### src/rtl/shift_sum_accum.sv
// shift_sum_accum: streaming shift-weighted sum of NCH operand slices per beat,
// accumulated over a burst of up to BURST beats (or fewer if ended by in_last).
// At the end of a burst the total is held behind a valid/ready handshake.
// Optional build macro: SHIFT_SUM_SAT_EN. When defined, the term and the
// running sum saturate at 2^W-1 instead of wrapping. out_ovf reports the
// clamping or wrapping event in both builds.
module shift_sum_accum #(
  parameter int W          = 8,
  parameter int IW         = 4,
  parameter int NCH        = 3,
  parameter int SHIFT_STEP = 2,
  parameter int BURST      = 3
) (
  input  logic                         clk,
  input  logic                         rst,
  input  logic                         in_valid,
  output logic                         in_ready,
  input  logic [NCH*IW-1:0]            in_data,
  input  logic                         in_last,
  input  logic                         flush,
  output logic                         out_valid,
  input  logic                         out_ready,
  output logic [W-1:0]                 out_sum,
  output logic [$clog2(BURST+1)-1:0]   out_beats,
  output logic                         out_ovf
);

  localparam int CW = $clog2(BURST + 1);
  // Natural width of the weighted sum.
  localparam int TW = IW + (NCH - 1) * SHIFT_STEP + $clog2(NCH);
  // Widened to at least W+1 so the overflow test always has a bit above W.
  localparam int EW = (TW > W) ? TW : W + 1;

  typedef enum logic {
    ACC  = 1'b0,
    HOLD = 1'b1
  } state_t;

  state_t          state_q, state_d;
  logic [CW-1:0]   cnt_q, cnt_d;
  logic [W-1:0]    acc_q, acc_d;
  logic            ovf_q, ovf_d;
  logic [W-1:0]    out_sum_q, out_sum_d;
  logic [CW-1:0]   out_beats_q, out_beats_d;
  logic            out_ovf_q, out_ovf_d;

  logic [EW-1:0]   shifted [NCH];
  logic [EW-1:0]   term_full;
  logic            term_ovf;
  logic [W-1:0]    term;
  logic [W:0]      add_ext;
  logic            add_carry;
  logic [W-1:0]    add_res;

  // Each channel zero-extended and placed at its weight.
  for (genvar gi = 0; gi < NCH; gi++) begin : g_chan
    assign shifted[gi] = EW'(in_data[gi*IW +: IW]) << (gi * SHIFT_STEP);
  end

  // Sum the weighted channels at full width.
  always_comb begin
    term_full = '0;
    for (int i = 0; i < NCH; i++) begin
      term_full = term_full + shifted[i];
    end
  end

  assign term_ovf  = |term_full[EW-1:W];
  assign add_ext   = {1'b0, acc_q} + {1'b0, term};
  assign add_carry = add_ext[W];

`ifdef SHIFT_SUM_SAT_EN
  assign term    = term_ovf  ? {W{1'b1}} : term_full[W-1:0];
  assign add_res = add_carry ? {W{1'b1}} : add_ext[W-1:0];
`else
  assign term    = term_full[W-1:0];
  assign add_res = add_ext[W-1:0];
`endif

  // Next-state, accumulation and handshake outputs.
  always_comb begin
    state_d     = state_q;
    cnt_d       = cnt_q;
    acc_d       = acc_q;
    ovf_d       = ovf_q;
    out_sum_d   = out_sum_q;
    out_beats_d = out_beats_q;
    out_ovf_d   = out_ovf_q;
    in_ready    = 1'b0;
    out_valid   = 1'b0;

    case (state_q)
      ACC: begin
        in_ready = 1'b1;
        if (flush) begin
          // Abort the partial burst; a beat offered this cycle is dropped.
          cnt_d = '0;
          acc_d = '0;
          ovf_d = 1'b0;
        end else if (in_valid) begin
          if (cnt_q == '0) begin
            acc_d = term;
            ovf_d = term_ovf;
          end else begin
            acc_d = add_res;
            ovf_d = ovf_q | term_ovf | add_carry;
          end
          if (in_last || (cnt_q == CW'(BURST - 1))) begin
            state_d     = HOLD;
            out_sum_d   = acc_d;
            out_ovf_d   = ovf_d;
            out_beats_d = cnt_q + CW'(1);
            cnt_d       = '0;
          end else begin
            cnt_d = cnt_q + CW'(1);
          end
        end
      end
      HOLD: begin
        // Result is always delivered; flush has no effect here.
        out_valid = 1'b1;
        if (out_ready) begin
          state_d = ACC;
        end
      end
      default: begin
        state_d = ACC;
      end
    endcase

    // Nothing is offered or accepted while reset is applied.
    if (rst) begin
      in_ready  = 1'b0;
      out_valid = 1'b0;
    end
  end

  // State and datapath registers with synchronous reset.
  always_ff @(posedge clk) begin
    if (rst) begin
      state_q     <= ACC;
      cnt_q       <= '0;
      acc_q       <= '0;
      ovf_q       <= 1'b0;
      out_sum_q   <= '0;
      out_beats_q <= '0;
      out_ovf_q   <= 1'b0;
    end else begin
      state_q     <= state_d;
      cnt_q       <= cnt_d;
      acc_q       <= acc_d;
      ovf_q       <= ovf_d;
      out_sum_q   <= out_sum_d;
      out_beats_q <= out_beats_d;
      out_ovf_q   <= out_ovf_d;
    end
  end

  assign out_sum   = out_sum_q;
  assign out_beats = out_beats_q;
  assign out_ovf   = out_ovf_q;

endmodule

### config.mk
export PLATFORM = sky130hd
export DESIGN_NAME = shift_sum_accum
export DESIGN_NICKNAME = d
export VERILOG_FILES = /design/src/rtl/shift_sum_accum.sv
export SDC_FILE = /design/constraint.sdc
export NUM_CORES = 1
export LEC_CHECK = 0
export CORE_MARGIN = 4
export CORE_UTILIZATION = 40
export DETAILED_ROUTE_END_ITERATION = 16
export PLACE_DENSITY_LB_ADDON = 0.15
export SYNTH_ARGS = -nofsm -noshare
export SYNTH_HDL_FRONTEND = slang
export SYNTH_SLANG_ARGS = --single-unit
### constraint.sdc
create_clock -name clk -period 3 [get_ports clk]
set_input_delay 0.6 -clock clk [delete_from_list [all_inputs] [get_ports clk]]
set_output_delay 0.6 -clock clk [all_outputs]
set_load 0.02 [all_outputs]
=== Word-level counts from Yosys, hierarchy flattened ===
Index checks and enable logic that the tools add are counted.
Widths: inputs -> output; s select.

* Add/sub/neg operators: 4
* $mul: 0
* Div/mod/pow operators: 0
* $lt $le $gt $ge: 0
* Equal/unequal tests: 1
* Shift-type cells: 0
* Mux-type cells: 18
* Bitwise operators: 4
* Reduce and logical (&&, ||, !) cells: 6

{| class="wikitable"
|+ Operator list
! kind !! number
|-
| $mux 8 || 3
|-
| $mux 1 || 11
|-
| $add 7x8->9 || 1
|-
| $add 8x8->9 || 1
|-
| $add 4x6->7 || 1
|-
| $mux 2 || 3
|-
| $reduce_and 4->1 || 1
|-
| $add 2x1->2 const B || 1
|-
| $eq 2x2->1 const B || 1
|-
| $logic_not 2->1 || 1
|-
| $not 1->1 || 2
|-
| $or 1x1->1 || 2
|-
| $pmux 1 s2 || 1
|-
| $reduce_and 2->1 || 1
|-
| $reduce_bool 2->1 || 1
|-
| $reduce_or 2->1 || 1
|-
| $logic_or 1x1->1 || 1
|}

* Flip-flop bits (word level): 23
* Bits in latches: 0
* Memory bits (writable): 0
* Memory bits (read-only): 0
* Bits of input ports: 18
* Output and inout bits: 13
* Logic and storage cells: 40
* Memories kept: 0

=== Longest topological paths before layout ===
Gate-level depths: netlist of run 1.

* Depth in word-level cells: 8
* Gate-level depth with buffers: 12
* Gate-level depth less buffers: 12

=== Worst setup path before layout of run 1 ===
OpenSTA, ideal clock, no wires.

* Path type: input to register
* Start point: input port in_data[2]
* End point: register out_sum_q[7] (netlist: out_sum[7])
* Setup time: 134 ps
* Arrival time: 2573 ps
* Required time: 2866 ps
* Path slack: 293 ps
* Stages: 10
* Buffers on the path: 0
* Cells stage by stage: ha_1 fa_1 xor2_1 ha_1 a21o_1 a21oi_2 o21ai_1 mux2i_1 a211oi_2 a211oi_2

* Longest elaborated chain between the ends: 4

{| class="wikitable"
|+ RTL lines
! what !! RTL line !! RTL
|-
| start: declaration || 18 || <nowiki>input logic [NCH*IW-1:0] in_data,</nowiki>
|-
| $add 4x6->7 (*) || 64 || <nowiki>term_full = term_full + shifted[i];</nowiki>
|-
| $add 7x8->9 (*) || 64 ||
|-
| $add 8x8->9 || 69 || <nowiki>assign add_ext = {1'b0, acc_q} + {1'b0, term};</nowiki>
|-
| $mux 8 (*) || 101 || <nowiki>if (cnt_q == '0) begin</nowiki>
|-
| end signal: assignment || 153 || <nowiki>out_sum_q <= out_sum_d;</nowiki>
|-
| end: declaration || 43 || <nowiki>logic [W-1:0] out_sum_q, out_sum_d;</nowiki>
|}

Every way passes the cells marked *; elsewhere a longest branch is shown, timed or not.
A chain may end at the register's enable or synchronous reset.

=== Worst setup path after layout of run 1 ===
* Start point: input port in_data[2]
* End point: register out_sum_q[6] (netlist: out_sum[6])

Same word-level chain as after synthesis.

==> reports/results.txt, run 1 <==
In this run the most critical hold path is launched from out_sum[0]. Across every metal layer, demand over resource in global routing totals 15.9%. The critical path startpoint category was an input pin. For this design the total switching power over the nets is 233 uW. The clock reaches the later pin of the worst-skew pair after 310 ps. The tools report the diode insertion count for antenna repair as 0. In this run the worst path has a maximum fanout of 3. The logs give 1010 ps for the setup slack of the worst register-to-register path and 0.805 nW for the leakage component of the power. The cell area power density was 380 nW/um^2; the final setup violation count was 0. The via count of the first global-routing pass is 1343. The final layout contains 240 nets. Entering global routing, the biggest net connects 21 pins.

Based on the critical path, the design can be clocked at up to 345 MHz. The run gives 304 as the number of inserted filler cells in the final layout. Clock tree synthesis inserted a total of 3 buffers. In this run the vertical extent of the chip is 68 um. The first TritonRoute pass finished after 4 iterations. In this run the critical register-to-register path is captured at out_sum[4].

For this run, the leading register cell type out of synthesis is sky130_fd_sc_hd__dfxtp_1. The die is 68 um wide. The post-synthesis register bit count was 23; the count of flip-flops with a built-in enable after synthesis was 0. After detailed routing, the number of remaining DRC violations is 0. The cell at the root of the clock tree is sky130_fd_sc_hd__clkbuf_4.

The proportion of synthesized flip-flops having asynchronous set or reset was 0%. Count of pins over their slew limit: 0. Area of the core region: 3420 sq um. The register share of total power was 44.1%; the post-route minimum period was 2900 ps. The termination of the worst setup path was out_sum[6]. The number of cells produced by synthesis is 163.

Net switching is 31.4% of the power. The run gives 19.4% as the clock share of power. The sort of element at the end of the critical path was a flop. The actual slew at the worst max-slew pin was 687 ps. On the final layout, the worst hold slack is 467 ps. The congestion estimate from routability-driven global placement came to 0.804. In this run the deepest clock path goes through 2 buffers.

Relative to the synthesized area, the layout overhead comes to 35.6%. Dividing the synthesized area by the synthesized cell count gives 8.84 sq um. The cell depth of the worst flop-to-flop path is 8, and the share of post-route cells with drive strength above 1 is 18.5%. Total via count after detailed routing: 1293.

TritonCTS built the clock tree. The logs give 1 for the H-tree depth reported by CTS and 54.2% for the worst-case headroom to the max-slew limit. For the internal power component, the log shows 509 uW.

Data arrives at the worst endpoint at 3140 ps. The floorplan has 21 rows. In this run the count of I/O pins placed on the die edge is 31.

The delay contributed by the slowest stage of the critical path is 410 ps. The number of antenna violations at the first check in global routing was 0. The flow ran to the end, and the final reports show no timing, DRC or antenna violations.

The floorplan step defined a die boundary enclosing 4620 sq um. For the total wire length after detailed routing, the log shows 3.23 mm. Walking the worst path, the cells encountered are clkdlybuf4s50_1, ha_2, fa_1, xor2_1, ha_1, a21o_1, a21oi_2, o21a_1, xnor2_1, mux2i_1, a211oi_2. The run gives 36.6% as the part of the total power dissipated in combinational logic.

When the netlist entered floorplanning its net count stood at 197. Using the TritonRoute via totals, the vias-per-cell ratio works out to 5.15. Max-cap violations in this run came to 0. The start point of the critical path was in_data[2]. For this run the aggregate overflow at the end of global routing stands at 0. Of the synthesized area, sequential elements account for 32.0%. Summing internal, switching and leakage power gives 742 uW. Clock-pin slew was measured on the worst setup and hold paths at 120 ps. The type of the worst min-delay path was reg2reg. During synthesis, Yosys emitted a total of 0 warnings. In the final routed layout, each cell accounts on average for 12.9 um. The initial core utilization was 42.2%; the cell area after synthesis was 1440 sq um.

Leaving out fill and tap cells, the most frequent cells in the layout are sky130_fd_sc_hd__clkdlybuf4s50_1 (28), sky130_fd_sc_hd__nor2_1 (23), sky130_fd_sc_hd__dfxtp_1 (23). The library cell used most frequently in the layout, excluding fill and tap cells, is sky130_fd_sc_hd__clkdlybuf4s50_1. Once detailed placement completed, the half-perimeter wirelength came to 2.56 mm. The logs give 0 for the number of nets still failing antenna checks after routing and 32 for the number of DRC markers after the initial detailed-route iteration. Setup slack on the critical path of the routed design comes to 103 ps.

The clock arrives with 1.57 ps of skew. The kind of critical path is in2reg. Prior to clock tree synthesis, the placed netlist has a worst setup slack of -237 ps. The first global-routing pass estimated 5.71 mm of wire. In this run the tool buffered the top-level ports with 30 buffer cells. At the worst endpoint, the required time is 3240 ps. IR analysis of the VDD net gives a maximum drop of 211 uV. Registers take 460 sq um. For this run, the share of the core covered by cells in the final layout is 57.2%.

For the count of final hold-check violations, the log shows 0. Of the available clock period, the critical path in the final layout requires 96.6%. The worst register-to-register path begins at acc_q[0].

On the critical path, the stage with the largest delay is an instance of sky130_fd_sc_hd__clkdlybuf4s50_1. The multi-input gate area in the final layout was 980 sq um; the sink count of the clock tree was 23. The number of different library cells used by synthesis comes to 38.
[cell type report]
cell class	count	area share, %
tap	46	2.95
timing repair buffer	45	21.4
multi-input combinational	130	50.2
inverter	3	0.577
sequential	23	23.6
clock buffer	4	1.35
[power by group through the flow]
stage,Clock [mW],Sequential (mW),Combinational [mW]
3_3_place_gp,0,0.334,0.252
6_report,0.144,0.327,0.271
2_1_floorplan,0,0.340,0.149
5_1_grt,0.165,0.329,0.300
3_5_place_dp,0,0.334,0.260
4_1_cts,0.147,0.327,0.260
[worst min path at each step]
stage	to	cells after the start
6_report	out_sum[0]	2
5_1_grt	out_beats[1]	2
4_1_cts	out_sum[0]	2
3_5_place_dp	out_sum[0]	2
3_3_place_gp	out_sum[2]	2
2_1_floorplan	acc_q[6]	2
[cell usage after synthesis, drive strengths merged, types with 2 or more instances]
library cell | n | share of area (%)
mux2i | 5 | 3.5
o21ai | 8 | 3.0
ha | 14 | 12
nor3 | 2 | 0.70
a21oi | 12 | 5.0
xnor2 | 6 | 3.6
or2b | 2 | 1.0
nand2 | 15 | 3.9
a22oi | 6 | 3.1
a21o | 2 | 1.0
nor2 | 25 | 6.7
nor2b | 3 | 1.3
buf | 2 | 1.1
clkbuf | 5 | 1.3
dfxtp | 23 | 32
a31oi | 3 | 1.3
mux2 | 2 | 1.6
fa | 2 | 2.8
a211oi | 5 | 3.6
inv | 3 | 0.78
nand3 | 2 | 0.70
nand3b | 3 | 1.6
xor2 | 3 | 1.8
o21bai | 2 | 1.0
[metal layers]
| layer | vias up | part of all wire (%) | track usage [%] |
|---|---|---|---|
| met1 | 610 | 45 | 18.5 |
| met2 | 19 | 50 | 28.5 |
| met5 | - | 0 | 0 |
| met3 | 4 | 3.2 | 4.43 |
| met4 | 0 | 1.1 | 3.72 |
| li1 | 660 | - | - |
[worst max-delay path, delay by kind of cell]
kind            cells  cell delay, ps
fa+ha+maj           3             860
compound gates      4             810
buf+inv             1             410
xor+xnor            2             340
mux                 1             130
[cell families after synthesis]
group | count (synthesis) | synth area share, %
adders and majority gates | 16 | 14.9
AOI/OAI and AO/OA | 41 | 19.8
muxes | 7 | 5.04
xor gates and xnor gates | 9 | 5.47
and+or+nand+nor | 57 | 19.5
DFF | 23 | 32.0
buffers and inverters | 10 | 3.21
[what timing repair did]
item,4_1_cts,5_1_grt
hold buffers,0,0
buffers inserted,0,1
gates resized for setup,0,12
setup endpoints to repair,0,4
[registers in the layout, indices dropped and copies added (netlist names)]
name and flops:
ovf_q 1, cnt_q 2, acc_q 8, out_sum 8, state_q 1, out_ovf 1, out_beats 2
[per-stage QoR]
stage / setup TNS, ps / instance area, sq um / cells
final: 0 / 1950 / 251
after global routing: -52.0 / 1950 / 251
after CTS: 0 / 1890 / 250
after detailed placement: -1710 / 1870 / 246
after global placement: -1240 / 1870 / 246
after floorplan: 0 / 1440 / 163
(Power assumes the default switching activity.)
==> inputs of run 2 (changes only) <==
--- a/config.mk
+++ b/config.mk
@@ -5,8 +5,9 @@
 export SDC_FILE = /design/constraint.sdc
 export NUM_CORES = 1
 export LEC_CHECK = 0
+export ABC_CLOCK_PERIOD_IN_PS = 3000
 export CORE_MARGIN = 4
-export CORE_UTILIZATION = 40
+export CORE_UTILIZATION = 50
 export DETAILED_ROUTE_END_ITERATION = 16
 export PLACE_DENSITY_LB_ADDON = 0.15
 export SYNTH_ARGS = -nofsm -noshare
==> run 2 against run 1 <==
  * Setup slack gained 30 ps
  * Via count rose by 0.93%
  * Count of clock-buffer cells in the layout unchanged
  * Critical path depth did not move
  * Utilization grew 11 points
  * Cell area fell by 3.3%
  * Power shrank 0.98%
  * Critical endpoint is now out_sum[7]
  * Largest power group unchanged
==> reports/results.txt, run 2 (synthesis gave the netlist of run 1 again) <==
The run finished with clean final reports. The buffer levels on the longest clock path was 2 (unchanged). The run gives 0 (unchanged) as the number of nets still failing antenna checks after routing.

The total via count after detailed routing was 1305 (+0.93%). Total of hold buffers inserted after clock tree synthesis: 0 (unchanged). The pin count of the biggest net entering global routing was 21 (unchanged). The latest clock arrival within the worst-skew pair came out at 300 ps (about the same). The number of search-and-repair iterations in the first detailed-routing pass was 5 (+1).

Cell at the root of the clock tree: sky130_fd_sc_hd__clkbuf_4. The diode insertion count for antenna repair was 0 (unchanged); the clock transition at the register clock pins on the worst setup and hold paths after CTS was 130 ps (about the same). The logs give 0 (unchanged) for the post-detailed-route DRC marker count and 0 ps (unchanged) for the post-route setup TNS. The logs give 36 (+13%) for the number of DRC markers after the initial detailed-route iteration and 59.6% (+5.3 points) for the worst-case headroom to the max-slew limit. The share of post-route cells with drive strength above 1 is 15.7% (-2.9 points), and the H-tree depth reported by CTS is 1 (unchanged). The count of pins over their slew limit was 0 (unchanged). The number of maximum-capacitance violations is 0 (unchanged), and the placement-stage worst setup slack is -330 ps (-93.3 ps). The final setup violation count came out at 0 (unchanged). The worst setup skew after layout was 7.50 ps (+5.93 ps); the met2 usage was 34.4% (+5.9 points).

The actual slew at the worst max-slew pin is 607 ps (-80.2 ps), and the HPWL after detailed placement is 2.58 mm (+0.82%). The cell that appears most often on the critical path is sky130_fd_sc_hd__a211oi_2. The overall power came out at 734 uW (-0.98%). The tools report the global routing usage summed across all routing layers as 18.7% (+2.8 points). The number of buffers and inverters on the critical path was 1 (unchanged); the final-stage net count was 239 (-0.42%).

The cell with the largest stage delay on the worst path was sky130_fd_sc_hd__clkdlybuf4s50_1. Setup repair after global routing left no endpoint under its margin. The signal arrival time at the worst endpoint was 3100 ps (-40 ps); the setup slack after layout was 132 ps (+29.7 ps).

met2 is the most crowded layer. The global routing met3 resource utilization came out at 4.40% (-0.031 points). Leaving out fill and tap cells, the most frequent cell in the layout is sky130_fd_sc_hd__clkdlybuf4s50_1.

The type of the worst min-delay path is reg2reg. The sink count of the clock tree was 23 (unchanged). Post-CTS setup buffer count: 0 (unchanged). Kind of cell adding the most delay to the critical path: adder cells. The tools report the highest ir drop seen on vdd as 366 uV (+74%).

The top-level port count is 31 (unchanged), and the global-route wire length before repair is 5.40 mm (-5.4%). The count of standard-cell rows was 19 (-9.5%). TritonCTS built the clock tree. Post-detailed-route wirelength per cell: 13.7 um (+6.4%). The worst setup path is launched from an input pin. Data required time at the worst endpoint: 3230 ps (about the same). The run gives 0 (unchanged) as the overall overflow remaining after global route. The count of final hold-check violations is 0 (unchanged). The leakage component of the power was 0.769 nW (-4.5%); the fmax was 349 MHz (+1.0%). The critical path goes through clkdlybuf4s50_1, ha_2, fa_2, nand3_1, nand2_1, xor2_1, ha_1, or3b_1, mux2i_1, a211oi_2, a211oi_2.

The delay contributed by the slowest stage of the critical path was 410 ps (about the same). The sort of element at the end of the critical path is a flop. The critical path in this run is classified as in2reg. The die area was 3800 sq um (-18%); the final cycle utilization of the critical path was 95.6% (-0.99 points). Cell area power density: 389 nW/um^2 (+2.4%).

The logs give 52.2% (+10 points) for the initial core utilization and 0.870 (+8.3%) for the global placement routability congestion. The mean number of vias per cell is 5.55 (+7.8%), and the die extent in y is 61.7 um (-9.3%). The tools report the met1 track demand over resource as 22.3% (+3.8 points).

Total wire length after detailed routing: 3.22 mm (-0.40%). The run gives 3 (unchanged) as the number of clock buffers inserted by TritonCTS. From synthesis to final layout, the design area changed by 31.1%. Leaving out fill and tap cells, the most frequent cells in the layout are sky130_fd_sc_hd__clkdlybuf4s50_1 (30), sky130_fd_sc_hd__nor2_1 (24), sky130_fd_sc_hd__dfxtp_1 (23).

The horizontal die dimension was 61.7 um (-9.3%); the peak fanout along the critical path was 2 (-1). The post-route minimum period is 2870 ps (-29.7 ps), and the area of the core region is 2760 sq um (-19%). The number of I/O port buffers came out at 30 (unchanged). The logs give 1309 (-2.5%) for the via count of the first global-routing pass and 0 (unchanged) for the number of antenna violations at the first check in global routing.
## run 2: cell count changes in the layout (fill, tap and decap cells not counted), sizes merged
| cell | change |
|---|---|
| clkdlybuf4s50 | +2 |
| dlymetal6s2s | -2 |
| buf | -1 |
## run 2: path summary, 6_finish.rpt
path	startpoint	to	slack, ps	depth (start not counted)
setup / recovery	in_data[2]	out_sum[7]	130	11
setup reg to reg	acc_q[0]	out_sum[4]	1040	8
hold / removal	out_beats[1]	out_beats[1]	470	2
hold reg to reg	out_beats[1]	out_beats[1]	470	2
## run 2: report_power, final
| group | switching (mW) | internal, mW | total (mW) | leakage (nW) |
|---|---|---|---|---|
| logic | 0.127 | 0.138 | 0.266 | 0.567 |
| clock network | 0.0895 | 0.0518 | 0.141 | 0.0150 |
| registers | 0.00863 | 0.319 | 0.327 | 0.187 |
## run 2: worst reg2reg max path: stages (launching register included)
cell,delay [ps]
sky130_fd_sc_hd__dfxtp_1,330
sky130_fd_sc_hd__ha_1,220
sky130_fd_sc_hd__fa_1,410
sky130_fd_sc_hd__a21oi_1,220
sky130_fd_sc_hd__o21bai_1,100
sky130_fd_sc_hd__xnor2_1,120
sky130_fd_sc_hd__o21ai_0,240
sky130_fd_sc_hd__nor2_1,70
sky130_fd_sc_hd__nor3_1,170
## run 2: timing repair
action                                  in CTS  in global routing
endpoints found under the setup margin       0                  7
hold endpoints to repair                     0                  0
gates resized for setup                      0                  4
## run 2: cell type report
class,count,area [sq um]
Sequential cell,23,460
Tap cell,31,38.8
Inverter,3,11.3
Fill cell,249,870
Timing Repair Buffer,44,405
Clock buffer,4,26.3
Multi-Input combinational cell,130,946
## run 2: metrics by stage
step / util (%) / hold WS [ps] / cells / area (sq um)
6_report: 68.5 / 466 / 235 / 1890
5_1_grt: 68.5 / 496 / 235 / 1890
4_1_cts: 68.0 / 473 / 235 / 1880
3_5_place_dp: 67.1 / 455 / 231 / 1850
3_3_place_gp: 67.1 / 444 / 231 / 1850
2_1_floorplan: - / 458 / 163 / 1440
## run 2: layer usage
metal  vias up  part of all wire, %
met2        24                   51
met5         -                    0
met3         2                  4.1
met4         0                 0.44
li1        658                    -
met1       621                   44
